[config.mk]
export PLATFORM = sky130hd
export DESIGN_NAME = rf_param
export DESIGN_NICKNAME = d
export VERILOG_FILES = /design/src/rtl/rf_param.sv
export SDC_FILE = /design/constraint.sdc
export NUM_CORES = 1
export LEC_CHECK = 0
export BUFFER_PORTS_ARGS = -buffer_cell sky130_fd_sc_hd__buf_2
export CAP_MARGIN = 5
export CELL_PAD_IN_SITES_DETAIL_PLACEMENT = 0
export CELL_PAD_IN_SITES_GLOBAL_PLACEMENT = 1
export CORE_MARGIN = 2
export CORE_UTILIZATION = 40
export CTS_CLUSTER_DIAMETER = 120
export DETAILED_ROUTE_END_ITERATION = 6
export PLACE_DENSITY = 0.78
export RECOVER_POWER = 50
export REMOVE_ABC_BUFFERS = 1
export SETUP_SLACK_MARGIN = 0.02
export SLEW_MARGIN = 10
export SYNTH_ARGS = -nofsm -noshare
export SYNTH_HDL_FRONTEND = slang
export SYNTH_SLANG_ARGS = --single-unit
[constraint.sdc]
create_clock -name fpga_clk -period 3.25 [get_ports fpga_clk]
set_input_delay 0.65 -clock fpga_clk [delete_from_list [all_inputs] [get_ports fpga_clk]]
set_output_delay 0.65 -clock fpga_clk [all_outputs]
set_load 0.02 [all_outputs]
[src/rtl/rf_param.sv]
// rf_param: parametrised register file with one strobe-driven write port,
// two registered read ports with write-through bypass, a legacy output mux
// and a free-running scan port for a seven-segment display driver.
module rf_param #(
    parameter int unsigned DATA_W   = 4,
    parameter int unsigned ADDR_W   = 2,
    parameter int unsigned SCAN_DIV = 1_000_000
) (
    input  logic              fpga_clk,
    input  logic              rst,
    input  logic              wr_req,
    input  logic              wr_en,
    input  logic [ADDR_W-1:0] wr_addr,
    input  logic [DATA_W-1:0] wr_data,
    input  logic              rd_x,
    input  logic              rd_y,
    input  logic [ADDR_W-1:0] addr_x,
    input  logic [ADDR_W-1:0] addr_y,
    output logic [DATA_W-1:0] dout_x,
    output logic [DATA_W-1:0] dout_y,
    output logic [DATA_W-1:0] dout,
    output logic              wr_done,
    output logic [7:0]        wr_count,
    output logic [ADDR_W-1:0] scan_addr,
    output logic [DATA_W-1:0] scan_data
);

    localparam int unsigned DEPTH = 1 << ADDR_W;
    localparam int unsigned PS_W  = (SCAN_DIV > 1) ? $clog2(SCAN_DIV) : 1;
    localparam int unsigned CNT_W = 8;

    // Strobe synchroniser; reset to ones so a strobe held through reset is ignored
    logic s1_q, s2_q, s3_q;
    logic s1_d, s2_d, s3_d;

    // Storage and registered outputs
    logic [DATA_W-1:0] mem_q [DEPTH];
    logic [DATA_W-1:0] mem_d [DEPTH];
    logic [DATA_W-1:0] dout_x_q, dout_x_d;
    logic [DATA_W-1:0] dout_y_q, dout_y_d;
    logic [DATA_W-1:0] dout_q, dout_d;
    logic              wr_done_q, wr_done_d;
    logic [CNT_W-1:0]  wr_count_q, wr_count_d;

    // Scan prescaler and pointer
    logic [PS_W-1:0]   ps_q, ps_d;
    logic [ADDR_W-1:0] scan_addr_q, scan_addr_d;
    logic [DATA_W-1:0] scan_data_q, scan_data_d;

    // Combinational strobe edge and commit qualifier
    logic wp_c;
    logic commit_c;
    logic ps_tc_c;

    // Edge detect on the synchronised strobe; commit only when enabled
    always_comb begin
        s1_d     = wr_req;
        s2_d     = s1_q;
        s3_d     = s2_q;
        wp_c     = s2_q & ~s3_q;
        commit_c = wp_c & wr_en;
    end

    // Next memory image and write bookkeeping
    always_comb begin
        mem_d      = mem_q;
        wr_count_d = wr_count_q;
        wr_done_d  = 1'b0;
        if (commit_c) begin
            mem_d[wr_addr] = wr_data;
            wr_count_d     = wr_count_q + CNT_W'(1);
            wr_done_d      = 1'b1;
        end
    end

    // Read ports look at the next memory image, which gives write-through bypass
    always_comb begin
        dout_x_d = mem_d[addr_x];
        dout_y_d = mem_d[addr_y];
        dout_d   = '0;
        if (rd_x && !rd_y) begin
            dout_d = dout_x_d;
        end else if (!rd_x && rd_y) begin
            dout_d = dout_y_d;
        end
    end

    // Scan prescaler steps the pointer once every SCAN_DIV cycles
    always_comb begin
        ps_tc_c     = (ps_q == PS_W'(SCAN_DIV - 1));
        ps_d        = ps_q + PS_W'(1);
        scan_addr_d = scan_addr_q;
        if (ps_tc_c) begin
            ps_d        = '0;
            scan_addr_d = scan_addr_q + ADDR_W'(1);
        end
        scan_data_d = mem_d[scan_addr_q];
    end

    // Synchroniser flops
    always_ff @(posedge fpga_clk or posedge rst) begin
        if (rst) begin
            s1_q <= 1'b1;
            s2_q <= 1'b1;
            s3_q <= 1'b1;
        end else begin
            s1_q <= s1_d;
            s2_q <= s2_d;
            s3_q <= s3_d;
        end
    end

    // Memory array
    always_ff @(posedge fpga_clk or posedge rst) begin
        if (rst) begin
            for (int i = 0; i < int'(DEPTH); i++) begin
                mem_q[i] <= '0;
            end
        end else begin
            for (int i = 0; i < int'(DEPTH); i++) begin
                mem_q[i] <= mem_d[i];
            end
        end
    end

    // Read, status and scan registers
    always_ff @(posedge fpga_clk or posedge rst) begin
        if (rst) begin
            dout_x_q    <= '0;
            dout_y_q    <= '0;
            dout_q      <= '0;
            wr_done_q   <= 1'b0;
            wr_count_q  <= '0;
            ps_q        <= '0;
            scan_addr_q <= '0;
            scan_data_q <= '0;
        end else begin
            dout_x_q    <= dout_x_d;
            dout_y_q    <= dout_y_d;
            dout_q      <= dout_d;
            wr_done_q   <= wr_done_d;
            wr_count_q  <= wr_count_d;
            ps_q        <= ps_d;
            scan_addr_q <= scan_addr_d;
            scan_data_q <= scan_data_d;
        end
    end

    // Output mapping
    assign dout_x    = dout_x_q;
    assign dout_y    = dout_y_q;
    assign dout      = dout_q;
    assign wr_done   = wr_done_q;
    assign wr_count  = wr_count_q;
    assign scan_addr = scan_addr_q;
    assign scan_data = scan_data_q;

endmodule

After elaboration in Yosys (flattened, before gate mapping)
Cells that the tools add are included.
{ "op_classes": {"add_sub_neg": 3, "mul": 0, "n_div": 0, "order_cmp": 5, "eq_ne": 1, "n_shift": 0, "n_mux": 17, "bitwise": 7, "reduce_logical": 5} }
{ "ops": {"columns": ["operator", "count"], "rows": [
  ["2-to-1 mux 4 bit", 9],
  ["binary-select mux 4 bit (select 2 bit)", 3],
  ["adder 20 x 1 -> 20 bit (second input constant)", 1],
  ["== test 20 bit (second input constant)", 1],
  ["2-to-1 mux 20 bit", 1],
  ["bitwise mux 16 bit", 1],
  ["2-to-1 mux 16 bit", 1],
  ["greater-or-equal comparator 3 bit (second input constant)", 4],
  ["NOT 2 -> 3 bit", 4],
  ["adder 8 x 1 -> 8 bit (second input constant)", 1],
  ["demux 4 bit (select 2 bit)", 1],
  ["logical AND 1 bit", 3],
  ["< comparator 3 x 1 -> 1 bit (second input constant)", 1],
  ["adder 2 x 1 -> 2 bit (second input constant)", 1],
  ["bitwise AND 1 bit", 2],
  ["zero test 1 bit", 2],
  ["2-to-1 mux 1 bit", 1],
  ["NOT 1 bit", 1]
]} }
{ "totals": {"regBits": 66, "latchBits": 0, "ram_bits": 0, "romBits": 0, "in_bits": 16, "out_inout_bits": 27, "word_cells": 53, "mem_count": 0} }

Depth between registers and ports, before layout
Gate-level depths: netlist of run 1.
{ "depth": {"word_depth": 12, "ltp_mapped": 6, "depth_no_buf": 6} }

Worst setup path before layout of run 1
OpenSTA, ideal clock, no wires.
{ "synth_timing": {"kind": "input to register", "start": "input wr_addr[1]", "end": "register scan_data_q[2] (netlist: scan_data[2])", "setup_time_ns": 0.138, "arrival_ns": 2.038, "t_required_ns": 3.112, "setup_slack_ns": 1.073, "stages": 5, "n_path_buf": 2, "path_cell_list": "buf_2 or3_1 buf_2 mux2_4 mux4_2"} }
{ "synth_lines": {"columns": ["item", "line", "rtl"], "rows": [
  ["start: declaration", "13", "input logic [ADDR_W-1:0] wr_addr,"],
  ["end signal: assignment", "145", "scan_data_q <= scan_data_d;"],
  ["end: declaration", "48", "logic [DATA_W-1:0] scan_data_q, scan_data_d;"]
]} }

Worst setup path in the final report of run 1
{ "layout_timing": {"start": "register s2_q", "end": "register dout_q[0] (netlist: dout[0])"} }
{ "layout_via": {"elab_chain_cells": 8, "word_cells_on_any_way": 11, "classes_between": "mux (9); bitwise (2)"} }
{ "layout_lines": {"columns": ["item", "line", "rtl"], "rows": [
  ["start: declaration", "33", "logic s1_q, s2_q, s3_q;"],
  ["start signal: assignment", "104", "s2_q <= 1'b1;"],
  ["start signal: assignment", "108", "s2_q <= s2_d;"],
  ["bitwise AND 1 bit (*)", "60", "wp_c = s2_q & ~s3_q;"],
  ["bitwise AND 1 bit (*)", "61", "commit_c = wp_c & wr_en;"],
  ["named net commit_c", "52", "logic commit_c;"],
  ["2-to-1 mux 16 bit (*)", "69", "if (commit_c) begin"],
  ["binary-select mux 4 bit (select 2 bit)", "79", "dout_y_d = mem_d[addr_y];"],
  ["2-to-1 mux 4 bit (not written as such) (2 in series)", "79", null],
  ["2-to-1 mux 4 bit", "83", "end else if (!rd_x && rd_y) begin"],
  ["2-to-1 mux 4 bit (*)", "81", "if (rd_x && !rd_y) begin"],
  ["named net dout_d[0]", "41", "logic [DATA_W-1:0] dout_q, dout_d;"],
  ["end signal: assignment", "140", "dout_q <= dout_d;"],
  ["end: declaration", "41", null]
]} }
The timed path passes the listed nets; every way through them passes the cells marked *. The select of a mux whose other input is x is not followed.
A chain may end at the register's enable or synchronous reset.

==> qor.yml, run 1 <==
worstPathRequired_ns: 3.50
cts_htree_levels: 3
synthCells: 242
synthToLayoutAreaGrowth_pct: 17.6
multi_input_area_sq_mm: 0.00115
worstMarginPinSlew_ns: 1.56
io_buffers: 42
grt_pass1_wl_microns: 9610
netlist_area_sq_mm: 0.00295
cts.hold.buffers_added: 0
hold_viol: 0
ir_worst_vdd_mv: 0.230
cap_violations: 1
yosys.area.top_type: "dfrtp_1"
drc_errors: 0
firstDrtPassIters: 4
seqCellArea_sq_mm: 0.00166
die_h_microns: 89.9
maxSlewViolCount: 30
synth_compound_area_share_pct: 4.36
ys_ff_latch: 66
gp_congestion: 0.770
violations: "capacitance limit, slew limit"
cts_setup_buffers: 0
synthAdderAreaFrac_pct: 0.847
pin_count: 43
antenna_found_initial: 0
setup_viol: 0
grt_pass1_vias: 1948
fin_util_pct: 48.1
nets: 308
synth.most_common_cell: "dfrtp_1"
tns_ns: 0
cp.arrival_ns: 2.64
dieArea_sq_mm: 0.00809
cts.repair.resized: 0
wirelength_microns: 5380
fmax_ghz: 0.419
skew_ns: 0.00680
cts_made_buffers: 9
ys_warn_count: 0
dpl-instance-area_sq_mm: 0.00327
synth_xor_xnor_area_share_pct: 6.82
synthArstFlopShare_pct: 100
synthSimpleGateAreaFrac_pct: 12.9
netlist.area_leader.share_pct: 53.4
initialDrtViolationCount: 118
outcome: "finished with violations"
cts_tree: "done"
cts.path.max_buffers: 2
fin_crit_ns: 2.39
grt_max_degree: 30
viasPerCell: 4.88
routed-via-count: 1917
insertion_delay_ns: 0.33
rsz0062_at_grt: "false"
start_util_pct: 40.9
insertedDiodeCount: 0
syn_avg_cell_area_sq_um: 12.2
setup.worst_path.class: "flop to flop"
wl_per_cell_microns: 13.7
ys_top_cells_by_area: "dfrtp_1 (53%), mux4_2 (7.6%), mux2i_1 (5.1%)"
power_mw: 2.18
critPathMaxFanout: 8
synth.area.mux_share_pct: 14.4
synth_cell_types: 41
startpoint: "s2_q$_DFF_PP1_"
relSlewSlack_pct: -3.95
core_sq_mm: 0.00721
synth_top_family_by_area: "multiplexers"
cp-start-kind: "flop"
die_x_microns: 89.9
power_leakage_nw: 1.75
n_fill_cell: 687
globalRoute.totalOverflow: 0
synthFlopType: "dfrtp_1"
power.density_mw_per_mm2: 627
crit_path_end_kind: "flop"
period_share_pct: 73.5
seq_area_frac_synth_pct: 56.1
synth_common_cells: "dfrtp_1 (63), inv_1 (27), mux2i_1 (15), nand2_1 (15), xnor2_1 (13)"
clk_pin_slew_ns: 0.07
r2r_start: "s2_q$_DFF_PP1_"
ant_nets: 0
rows: 31
hold_path.class: "input pin to async pin"
gr-usage-all-layers_pct: 15.1
root_buffer: "clkbuf_8"
synth_edf_count: 0
hpwlAfterDp_microns: 3900
cts_sinks: 66
design_area_sq_mm: 0.00347
drive_above_1_share_pct: 25.2
## layout make-up
type,instances,area share (%)
flip-flops and latches,66,47.7
multi-input cells,140,33.0
repair buffers,44,6.27
clock buffers,13,4.58
well taps,99,3.57
inverters,29,3.14
clock inverters,2,1.73
## where the power goes
part | switching (mW) | internal, mW | total (mW)
Clock | 0.295 | 0.471 | 0.766
Sequential | 0.0552 | 0.938 | 0.994
Combinational | 0.245 | 0.171 | 0.416
Total | 0.596 | 1.58 | 2.18
## cells in the final DEF, fill, tap and decap left out, drive strengths merged, types with 2 or more instances in the layout
cell | Yosys | final
a21oi | 3 | 3
clkbuf | 4 | 15
o22ai | 3 | 3
nand3b | 4 | 4
nand3 | 9 | 9
xnor2 | 13 | 13
and2 | 3 | 3
and4 | 2 | 2
ha | 2 | 2
a21boi | 2 | 2
inv | 29 | 29
dfrtp | 63 | 63
nand2b | 2 | 2
bufinv | 0 | 2
nor3 | 5 | 5
xor2 | 10 | 10
or3 | 5 | 5
dfstp | 3 | 3
mux4 | 10 | 10
mux2i | 15 | 15
nor2 | 12 | 12
nand4 | 7 | 7
mux2 | 4 | 4
nand2 | 15 | 15
a32o | 2 | 2
buf | 3 | 42
a22oi | 2 | 2
## critical path: stages (launching register included)
cell and delay, ns:
dfstp_1 0.53, nand3b_1 0.23, inv_1 0.28, nand3_1 0.33, mux2i_1 0.26, mux4_2 0.52, o22ai_1 0.17
## metal layers
layer	vias up	routed length [microns]	track usage (%)
li1	925	-	-
met1	935	2570	19.6
met2	48	2470	24.3
met3	9	220	3.52
met4	0	116	6.92
met5	-	0	0
## sequential cells by signal, indices dropped and copies added, names as in the netlist
signal	cells
dout	4
dout_x	4
dout_y	4
mem_q	16
ps_q	20
s1_q	1
s2_q	1
s3_q	1
scan_addr	2
scan_data	4
wr_count	8
wr_done	1
## logic make-up (layout without fill, tap and decap cells)
group           count (synthesis)  count (layout)
xor+xnor                       23              23
compound gates                 18              18
mux                            29              29
flops                          66              66
simple gates                   68              68
fa+ha+maj                       2               2
buf+inv                        36              88
## stage by stage
stage | setup WS, ns | hold WS, ns | cells
2_1_floorplan | 0.950 | 0.345 | 235
3_3_place_gp | 0.938 | 0.346 | 378
3_5_place_dp | 0.886 | 0.349 | 378
4_1_cts | 1.07 | 0.227 | 393
5_1_grt | 0.670 | 0.345 | 393
6_report | 0.862 | 0.301 | 393
## worst paths after layout
check / slack, ns / end / cells past startpoint
setup reg to reg: 0.86 / dout[0]$_DFF_PP0_ / 6
hold reg to reg: 0.36 / s2_q$_DFF_PP1_ / 0
setup / recovery: 0.86 / dout[0]$_DFF_PP0_ / 6
min in group fpga_clk: 0.36 / s2_q$_DFF_PP1_ / 0
max in group asynchronous: 1.15 / scan_data[0]$_DFF_PP0_ / 3
hold / removal: 0.30 / ps_q[4]$_DFF_PP0_ / 2
(Power assumes the default switching activity.)
==> run 2, diff against run 1 <==
PLACE_DENSITY = 0.81   (was 0.78)
clock period = 2.1 ns   (was 3.25 ns; I/O delays follow)
==> run 2 against run 1 <==
- the run now ends clean
- combinational power grew 58%
- register-to-register slack lost 0.77 ns
- total power grew 60%
- flip-flop and latch count is the same
==> qor.yml, run 2 (same netlist as run 1, synthesis figures left out) <==
hold_path.class: "input pin to flop"  # was input pin to async pin
placed_cells: 388  # was 378
die_x_microns: 89.9  # unchanged
setup.worst_path.class: "flop to flop"  # unchanged
cts_sinks: 66  # unchanged
grt_pass1_vias: 2074  # was 1948
antenna_found_initial: 0  # unchanged
initialDrtViolationCount: 105  # was 118
relSlewSlack_pct: 30.7  # was -3.95%
n_fill_cell: 668  # was 687
hold_start: "wr_req"
dieArea_sq_mm: 0.00809  # unchanged
wirelength_microns: 5950  # was 5380 microns
r2r_start: "s2_q$_DFF_PP1_"  # unchanged
hpwlAfterDp_microns: 4310  # was 3900 microns
hold_ws_ns: 0.175  # was 0.301 ns
worstMarginPinSlew_ns: 1.04  # was 1.56 ns
skew_ns: 0.00945  # was 0.00680 ns
rsz0062_at_grt: "true"  # was false
wl_per_cell_microns: 14.7  # was 13.7 microns
critPathMaxFanout: 6  # was 8
holdPathStages: 1
drive_above_1_share_pct: 28.9  # was 25.2%
cts_setup_buffers: 0  # unchanged
io_buffers: 42  # unchanged
routed-via-count: 2011  # was 1917
worstPathRequired_ns: 2.37  # was 3.50 ns
rrSetupSlack_ns: 0.1  # was 0.86 ns
hold_viol: 0  # unchanged
root_buffer: "clkbuf_8"  # unchanged
synthToLayoutAreaGrowth_pct: 21.6  # was 17.6%
start_util_pct: 40.9  # unchanged
power.density_mw_per_mm2: 972  # was 627 mW/mm^2
insertedDiodeCount: 0  # unchanged
cts_made_buffers: 9  # unchanged
final_common_cell: "dfrtp_1"  # unchanged
gp_congestion: 0.823  # was 0.770
largest_reg_flops: 20  # unchanged
crit_path_end_kind: "flop"  # unchanged
clk_pin_slew_ns: 0.08  # was 0.07 ns
fin_crit_ns: 2.00  # was 2.39 ns
cts.path.max_buffers: 2  # unchanged
cts_htree_levels: 3  # unchanged
gr-usage-all-layers_pct: 16.3  # was 15.1%
cp-start-kind: "flop"  # unchanged
insertion_delay_ns: 0.34  # was 0.33 ns
fin_cells: 404  # was 393
startpoint: "s2_q$_DFF_PP1_"  # unchanged
viasPerCell: 4.98  # was 4.88
cts_tree: "done"  # unchanged
largest-register: "ps_q"  # unchanged
reg2reg_depth: 5  # was 6
period_share_pct: 95.4  # was 73.5%
rows: 31  # unchanged
nets: 318  # was 308
power_leakage_nw: 1.81  # was 1.75 nW
firstDrtPassIters: 4  # unchanged
core_sq_mm: 0.00721  # unchanged
setup_viol: 0  # unchanged
fmax_ghz: 0.499  # was 0.419 GHz
ir_worst_vdd_mv: 0.333  # was 0.230 mV
cp.arrival_ns: 2.27  # was 2.64 ns
maxSlewViolCount: 0  # was 30
die_h_microns: 89.9  # unchanged
drc_errors: 0  # unchanged
ant_nets: 0  # unchanged
most-common-layout-cells: "dfrtp_1 (63), buf_2 (40), inv_1 (27)"  # was dfrtp_1 (63), buf_2 (42), inv_1 (28)
outcome: "finished, final reports clean"  # was finished with violations
globalRoute.totalOverflow: 0  # unchanged
pin_count: 43  # unchanged
grt_max_degree: 28  # was 30
grt_pass1_wl_microns: 10400  # was 9610 microns
cts.hold.buffers_added: 0  # unchanged
r2r_end: "dout[0]$_DFF_PP0_"  # unchanged
cap_violations: 0  # was 1
cts.repair.resized: 2  # was 0
worstHoldEndpoint: "s1_q$_DFF_PP1_"
run 2: report_power, final:
group / leakage [nW] / total, mW / internal [mW] / switching (mW)
sequential: 0.840 / 1.55 / 1.45 / 0.0926
combinational: 0.854 / 0.659 / 0.268 / 0.391
clock: 0.117 / 1.28 / 0.793 / 0.492
run 2: metal layers:
metal	GRT usage [%]	wire length, microns	vias up
li1	-	-	955
met1	21.6	2680	985
met2	25.4	2860	59
met3	3.94	290	12
met4	7.82	127	0
met5	0	0	-
run 2: worst max-delay path: stages, from the launching register on:
cell and delay, ns:
dfstp_2 0.56, nand3b_4 0.12, or3_4 0.42, mux2i_1 0.19, mux4_2 0.49, o22ai_1 0.16
run 2: how the worst max path moves through the flow:
stage               depth (start not counted)  slack, ns                     end
floorplan                                   1       0.03       dout[0]$_DFF_PP0_
detailed placement                          5      -0.02       dout[0]$_DFF_PP0_
CTS                                         6       0.05       dout[1]$_DFF_PP0_
global placement                            4       0.02  scan_data[2]$_DFF_PP0_
global route                                5      0.003       dout[1]$_DFF_PP0_
finish                                      5        0.1       dout[0]$_DFF_PP0_
run 2: per-stage QoR:
stage	TNS, ns	utilization (%)	instance area [sq um]	worst slack, ns	power [mW]
CTS	0	50.3	3630	0.0470	3.54
finish	0	49.8	3590	0.0964	3.49
floorplan	0	-	2920	0.0302	2.00
global route	0	49.8	3590	0.00253	3.67
detailed placement	-0.0234	46.8	3370	-0.0181	2.24
global placement	0	46.8	3370	0.0175	2.22
run 2: area by class of cell:
cell class	instances	area (sq um)	area share, %
Sequential cell	66	1660	46.1
Multi-Input combinational cell	140	1180	32.8
Timing Repair Buffer	54	284	7.91
Clock buffer	10	128	3.55
Tap cell	99	124	3.45
Clock inverter	6	115	3.21
Inverter	29	109	3.03
==> run 3, diff against run 2 <==
==> constraint.sdc (replaced) <==
create_clock -name fpga_clk -period 2.1 [get_ports fpga_clk]
set_input_delay 0.105 -clock fpga_clk [delete_from_list [all_inputs] [get_ports fpga_clk]]
set_output_delay 0.105 -clock fpga_clk [all_outputs]
set_load 0.02 [all_outputs]
==> run 3 against run 2 <==
- sequential power barely moved
- final area fell by 0.17%
- setup slack got worse by 0.028 ns
- global-route usage decreased by 0.71 points
- clock skew up 0.0012 ns
- critical endpoint is now dout[3]$_DFF_PP0_
==> qor.yml, run 3 (same netlist as run 1, synthesis figures left out) <==
most-common-layout-cells: "dfrtp_1 (63), inv_1 (27), clkbuf_1 (24)"  # was dfrtp_1 (63), buf_2 (40), inv_1 (27)
cts_made_buffers: 9  # unchanged
routed-via-count: 2042  # was 2011
tns_ns: 0  # unchanged
synthToLayoutAreaGrowth_pct: 21.4  # was 21.6%
switchingPower_mw: 0.967  # was 0.976 mW
root_buffer: "clkbuf_8"  # unchanged
cp.arrival_ns: 2.30  # was 2.27 ns
clk_pin_slew_ns: 0.07  # was 0.08 ns
globalRoute.totalOverflow: 0  # unchanged
ir_worst_vdd_mv: 0.437  # was 0.333 mV
gp_congestion: 0.745  # was 0.823
startpoint: "s2_q$_DFF_PP1_"  # unchanged
start_util_pct: 40.9  # unchanged
rsz0062_at_grt: "true"  # unchanged
fin_crit_ns: 2.03  # was 2.00 ns
cts_sinks: 66  # unchanged
final_common_cell: "dfrtp_1"  # unchanged
rows: 31  # unchanged
critPathMaxFanout: 6  # unchanged
outcome: "finished, final reports clean"  # unchanged
insertion_delay_ns: 0.34  # about the same
core_sq_mm: 0.00721  # unchanged
worstMarginPinSlew_ns: 0.743  # was 1.04 ns
worstPathRequired_ns: 2.37  # about the same
pin_count: 43  # unchanged
grt_pass1_wl_microns: 9770  # was 10400 microns
power.density_mw_per_mm2: 963  # was 972 mW/mm^2
largest-register: "ps_q"  # unchanged
gr-usage-all-layers_pct: 15.6  # was 16.3%
power_mw: 3.45  # was 3.49 mW
maxSlewViolCount: 0  # unchanged
cts.path.max_buffers: 2  # unchanged
ant_nets: 0  # unchanged
cts_htree_levels: 3  # unchanged
dieArea_sq_mm: 0.00809  # unchanged
largest_reg_flops: 20  # unchanged
antenna_found_initial: 0  # unchanged
crit_path_end_kind: "flop"  # unchanged
pwr-share-clk_pct: 36.9  # was 36.8%
r2r_start: "s2_q$_DFF_PP1_"  # unchanged
wl_per_cell_microns: 14.1  # was 14.7 microns
fmax_ghz: 0.492  # was 0.499 GHz
p_comb_share_pct: 18.4  # was 18.9%
grt_max_degree: 25  # was 28
firstDrtPassIters: 4  # unchanged
cts_tree: "done"  # unchanged
p_sw_share_pct: 28.0  # about the same
cp-start-kind: "flop"  # unchanged
die_h_microns: 89.9  # unchanged
hpwlAfterDp_microns: 4050  # was 4310 microns
setup.worst_path.class: "flop to flop"  # unchanged
setup_viol: 0  # unchanged
drive_above_1_share_pct: 23.0  # was 28.9%
initialDrtViolationCount: 152  # was 105
seq_power_share_pct: 44.8  # was 44.3%
grt_pass1_vias: 1954  # was 2074
hold_viol: 0  # unchanged
power.internal_mw: 2.49  # was 2.51 mW
io_buffers: 42  # unchanged
insertedDiodeCount: 0  # unchanged
period_share_pct: 96.7  # was 95.4%
hold_path.class: "input pin to flop"  # unchanged
skew_ns: 0.0106  # was 0.00945 ns
power_leakage_nw: 1.74  # was 1.81 nW
die_x_microns: 89.9  # unchanged
viasPerCell: 5.05  # was 4.98
drc_errors: 0  # unchanged
nets: 318  # unchanged
wirelength_microns: 5680  # was 5950 microns
relSlewSlack_pct: 50.4  # was 30.7%
hold_start: "wr_data[3]"  # was wr_req
cap_violations: 0  # unchanged
[run 3: worst paths after layout]
kind / endpoint / slack (ns) / cells past startpoint
max in group asynchronous: mem_q[12]$_DFF_PP0_ / 0.65 / 4
max: dout[3]$_DFF_PP0_ / 0.07 / 5
max reg2reg: dout[3]$_DFF_PP0_ / 0.07 / 5
min: mem_q[11]$_DFF_PP0_ / 0.09 / 3
min reg2reg: s2_q$_DFF_PP1_ / 0.36 / 0
min in group asynchronous: ps_q[0]$_DFF_PP0_ / 0.43 / 3
[run 3: area by class of cell]
| type | instances | area (sq um) |
|---|---|---|
| clock buffers | 9 | 124 |
| clock inverters | 7 | 118 |
| fillers | 674 | 3630 |
| inverters | 29 | 109 |
| multi-input cells | 140 | 1180 |
| flip-flops and latches | 66 | 1660 |
| well taps | 99 | 124 |
| repair buffers | 54 | 270 |
[run 3: routing by layer]
metal  up-vias  global-route usage [%]  share of wire (%)
met5         -                       0                  0
li1        955                       -                  -
met4         0                    8.72                2.8
met2        78                    23.5                 45
met3        21                    4.69                6.7
met1       988                    20.2                 45
[run 3: timing repair]
action                                 CTS  global route
endpoints found under the hold margin   18             0
hold buffers                             2             0
buffers inserted                         0             1
resized for setup                        4             1
pin swaps                                0             0
setup endpoints to repair                4             3
[run 3: power groups by stage]
| stage | sequential [mW] | combinational (mW) | clock (mW) |
|---|---|---|---|
| 6_report | 1.55 | 0.635 | 1.27 |
| 5_1_grt | 1.56 | 0.696 | 1.39 |
| 4_1_cts | 1.54 | 0.669 | 1.31 |
| 3_5_place_dp | 1.56 | 0.659 | 0 |
| 3_3_place_gp | 1.56 | 0.643 | 0 |
| 2_1_floorplan | 1.69 | 0.307 | 0 |
[run 3: worst max-delay path: stages (launching register included)]
cell and delay (ns):
dfstp_2 0.56, nand3b_4 0.12, or3_4 0.42, mux2i_2 0.21, mux4_2 0.49, o22ai_1 0.16
[run 3: stage by stage]
stage                     area [sq um]  cells  setup WS, ns  hold slack (ns)  util (%)
after floorplan                   2920    235         0.122            0.109         -
after global placement            3330    385        0.0438            0.129      46.1
after detailed placement          3330    385       -0.0306            0.132      46.1
after CTS                         3610    403        0.0631           0.0846      50.0
after global routing              3580    404       -0.0186           0.0867      49.7
final                             3580    404        0.0688           0.0909      49.7
